File: src/rtl/writeback_regfile.sv
// writeback_regfile: writeback decode, 16x20 register file with r0 hardwired to zero, bypassed read ports, retire counter
// Ports: clock/reset (sync, active-high); wb_valid, wb_instruction, wb_alu_result, wb_mem_data from MEM/WB;
//        rs_addr/rt_addr -> rs_data/rt_data; wb_write_en/addr/data commit view; retire_count.
module writeback_regfile #(
  parameter logic [3:0] OP_NOP = 4'h0,
  parameter logic [3:0] OP_LW  = 4'h1,
  parameter logic [3:0] OP_SW  = 4'h2,
  parameter logic [3:0] OP_BEQ = 4'h3,
  parameter logic [3:0] OP_J   = 4'h4
) (
  input  logic        clock,
  input  logic        reset,
  input  logic        wb_valid,
  input  logic [19:0] wb_instruction,
  input  logic [19:0] wb_alu_result,
  input  logic [19:0] wb_mem_data,
  input  logic [3:0]  rs_addr,
  input  logic [3:0]  rt_addr,
  output logic [19:0] rs_data,
  output logic [19:0] rt_data,
  output logic        wb_write_en,
  output logic [3:0]  wb_write_addr,
  output logic [19:0] wb_write_data,
  output logic [15:0] retire_count
);
  logic [19:0] regs [16];
  logic [3:0]  op;
  logic        writes;
  logic        unused;
  assign op            = wb_instruction[19:16];
  assign wb_write_addr = wb_instruction[15:12];
  assign unused        = ^wb_instruction[11:0];
  assign writes        = !(op == OP_NOP || op == OP_SW || op == OP_BEQ || op == OP_J);
  assign wb_write_data = (op == OP_LW) ? wb_mem_data : wb_alu_result;
  assign wb_write_en   = wb_valid & writes & (wb_write_addr != 4'd0) & ~reset;
  // Bypass lets decode see the value being committed this cycle without a stall
  always_comb begin
    rs_data = (rs_addr == 4'd0) ? 20'h0 : (wb_write_en && wb_write_addr == rs_addr) ? wb_write_data : regs[rs_addr];
    rt_data = (rt_addr == 4'd0) ? 20'h0 : (wb_write_en && wb_write_addr == rt_addr) ? wb_write_data : regs[rt_addr];
  end
  always_ff @(posedge clock) begin
    if (reset) begin
      for (int i = 0; i < 16; i++) regs[i] <= 20'h0;
      retire_count <= 16'h0;
    end else begin
      if (wb_write_en) regs[wb_write_addr] <= wb_write_data;
      if (wb_valid && op != OP_NOP) retire_count <= retire_count + 16'd1;
    end
  end
endmodule

File: config.mk
export PLATFORM = sky130hd
export DESIGN_NAME = writeback_regfile
export DESIGN_NICKNAME = d
export VERILOG_FILES = /design/src/rtl/writeback_regfile.sv
export SDC_FILE = /design/constraint.sdc
export NUM_CORES = 1
export LEC_CHECK = 0
export ABC_CLOCK_PERIOD_IN_PS = 4200
export CAP_MARGIN = 20
export CORE_MARGIN = 8
export CORE_UTILIZATION = 40
export DETAILED_ROUTE_END_ITERATION = 8
export HOLD_SLACK_MARGIN = 0.08
export SLEW_MARGIN = 20
export SYNTH_ARGS = -nofsm -noshare
export SYNTH_HDL_FRONTEND = slang
export SYNTH_SLANG_ARGS = --single-unit
File: constraint.sdc
create_clock -name clock -period 4.2 [get_ports clock]
set_clock_uncertainty 0.1 [all_clocks]
set_input_delay 0.84 -clock clock [delete_from_list [all_inputs] [get_ports clock]]
set_output_delay 0.84 -clock clock [all_outputs]
set_load 0.005 [all_outputs]
==> flow_summary.ini <==
[power_and_ir_drop]
max-vdd-ir-drop_v = 0.000246
seqPwrFrac = 0.456
switching_power_uw = 2120
power_density_nw_per_um2 = 389
power_leakage_uw = 0.00815
sw_frac_of_total = 0.245
p_clk_frac = 0.386
p_int_uw = 6550
combinationalPowerShare = 0.158

[cells_and_area]
layout.cells.non_filler = 2100
layout_commonest_cell = edfxtp_1
layout-drive-gt1-share = 0.300
layout-area-overhead-vs-synth_pct = 27.0
final_nets = 1557
final_cell_mix = edfxtp_1 (320), nor2_1 (313), mux4_2 (160)
fin_util = 0.516
diodes = 0

[routing]
routed_via_density = 6.01
wl_per_cell_um = 28.4
first_pass_iters = 5
ant_nets = 0
drt_iter0_markers = 1393
drc_errors = 0
via_count = 12600
routed_wl_um = 59700

[synthesis]
ys_seq_area_frac = 0.566
synth.area.mux_share = 0.253
synth.distinct_cells = 41
ys_warn_count = 0
synth_edf_count = 320
dominantRegCellSynth = edfxtp_1
synth.cell_area_um2 = 17500
ys_ff_latch = 336
yosys.area_share.xor_xnor = 0.00749
synth-simple-area-share = 0.0904
async_flop_share = 0
synth-compound-area-share = 0.0429
synthTopCellsByArea = edfxtp_1 (55%), mux4_2 (21%), nor2_1 (6.7%)
yosysTopAreaCell = edfxtp_1
synth_fa_ha_area_frac = 0.000713
syn_inst = 1234
syn_area_per_cell_um2 = 14.2
synth_top_area_frac = 0.548
synth_top_family_by_area = multiplexers

[setup_path]
path_cells = clkdlybuf4s50_1 -> buf_4 -> nor2b_1 -> buf_4 -> a22o_1 -> a221oi_1 -> o22ai_1 -> buf_4 -> clkdlybuf4s50_1
worstSetupStartpoint = rs_addr[2]
critPathTopFamily = buffers and inverters
critPathKind = input port to primary output
crit_required_ns = 3.26
crit_buf_inv = 5
start_kind = input port
endpoint_kind = primary output
path_common_cell = buf_4
cp.depth = 9
cp_max_fo = 6
max_stage_delay_ns = 0.54
reg2reg_depth = 4
r2r_slack_ns = 2.17
arrival_ns = 3.24
r2r_start = retire_count[3]
crit_path_top_delay_cell = clkdlybuf4s50_1

[hold_path]
min_path_type = flop to flop
hp-start = retire_count[15]
whs_path_depth = 2

[die]
ios = 152
initial_core_util = 0.406
dieArea_um2 = 50800
rows = 76
die_w_um = 225
core_area_um2 = 43200
die_h_um = 225

[cts]
clockBufferDepth = 3
cts_sinks = 336
numCtsBuffers = 39
cts.clk_slew.worst_paths_ns = 0.05
cts_max_level = 2
clock-root-buffer = clkbuf_16
worstSkewPairLatency_ns = 0.54
cts_tree = done

[grt]
antenna_found_initial = 0
grt-ovfl-total = 0
grt_pass1_vias = 12800
grt_first_pass_wirelength_um = 85900
grt_max_degree = 38
grt_usage = 0.233

[run]
cap_violations = 0

[sta]
finalHoldViolations = 0
relSlewSlack = 0.494
setup_viol = 0
final_max_slew_viol_count = 0
max_freq_ghz = 0.239
min_period_over_period = 0.994
hold-worst-slack_ns = 0.388
worst_slew_pin_slew_ns = 0.758
post-route-min-period_ns = 4.18
rsz0062_at_grt = false

[placed_design]
post-dp-hpwl_um = 39400
post-place-cells = 2028
place_congestion = 0.893
port_buffers = 139

[outcome]
status = completed
==> kinds of logic after synthesis <==
group | count (synthesis)
xor gates and xnor gates | 15
DFF | 336
other | 1
muxes | 241
AOI/OAI and AO/OA | 102
buffers and inverters | 149
and+or+nand+nor | 389
adders and majority gates | 1
==> power by group through the flow <==
| stage | Sequential, µW | Clock [µW] | Combinational, µW |
|---|---|---|---|
| global route | 3970 | 3500 | 1430 |
| global placement | 4000 | 0 | 1340 |
| CTS | 3950 | 3400 | 1360 |
| floorplan | 3980 | 0 | 693 |
| detailed placement | 4020 | 0 | 1350 |
| finish | 3950 | 3350 | 1370 |
==> metrics by stage <==
step | setup TNS, ns | total power [µW] | area, µm² | worst slack (ns)
floorplan | 0 | 4670 | 17600 | 0.931
global placement | -0.956 | 5340 | 20900 | -0.189
detailed placement | -1.36 | 5360 | 20900 | -0.197
CTS | 0 | 8700 | 22200 | 0.0148
global route | 0 | 8910 | 22300 | 0.00171
finish | 0 | 8670 | 22300 | 0.0241
==> routing by layer <==
metal | up-vias | track usage | share of wire
li1 | 5253 | - | -
met1 | 6482 | 0.318 | 0.40
met2 | 756 | 0.364 | 0.46
met3 | 127 | 0.0539 | 0.11
met4 | 0 | 0.0803 | 0.036
met5 | - | 0 | 0
==> sequential cells by signal, summed over array words and instances (netlist names) <==
name / count
regs: 320
retire_count: 16
==> worst register-to-register path, stage by stage, from the launching register on <==
cell	delay (ns)
dfxtp_1	0.46
and4_1	0.25
nand4_1	0.36
or4_1	0.61
a21oi_1	0.17
==> layout make-up <==
type / count / area, µm²
clock inverters: 26 / 234
fillers: 3714 / 20900
clock buffers: 45 / 1020
multi-input cells: 768 / 7190
well taps: 585 / 732
repair buffers: 316 / 3080
flip-flops and latches: 336 / 9930
inverters: 24 / 90.1
==> path summary, 6_finish.rpt <==
path                           end
hold reg to reg   retire_count[15]
hold / removal    retire_count[15]
setup reg to reg  retire_count[13]
setup / recovery        rs_data[0]
==> synthesized netlist by cell type (all sizes together), types with 2 or more instances <==
cell	n
nor3	2
nor2b	8
and2	3
xor2	11
o22ai	40
nand3	13
mux4	160
xnor2	4
or3	4
buf	50
o41ai	2
nor2	313
inv	24
clkbuf	75
a22o	21
or4	4
nand4	10
edfxtp	320
mux2	20
o21ai	3
o31ai	4
dfxtp	16
nor4	3
mux2i	61
a221oi	21
nand2	24
a21oi	9
==> timing repair <==
item / 4_1_cts / 5_1_grt
endpoints found under the hold margin: 0 / 0
setup buffers: 0 / 1
hold buffers: 0 / 0
pin swaps: 2 / 3
gates resized for setup: 15 / 20
gates cloned: 0 / 0
endpoints found under the setup margin: 23 / 24
(Power assumes the default switching activity.)
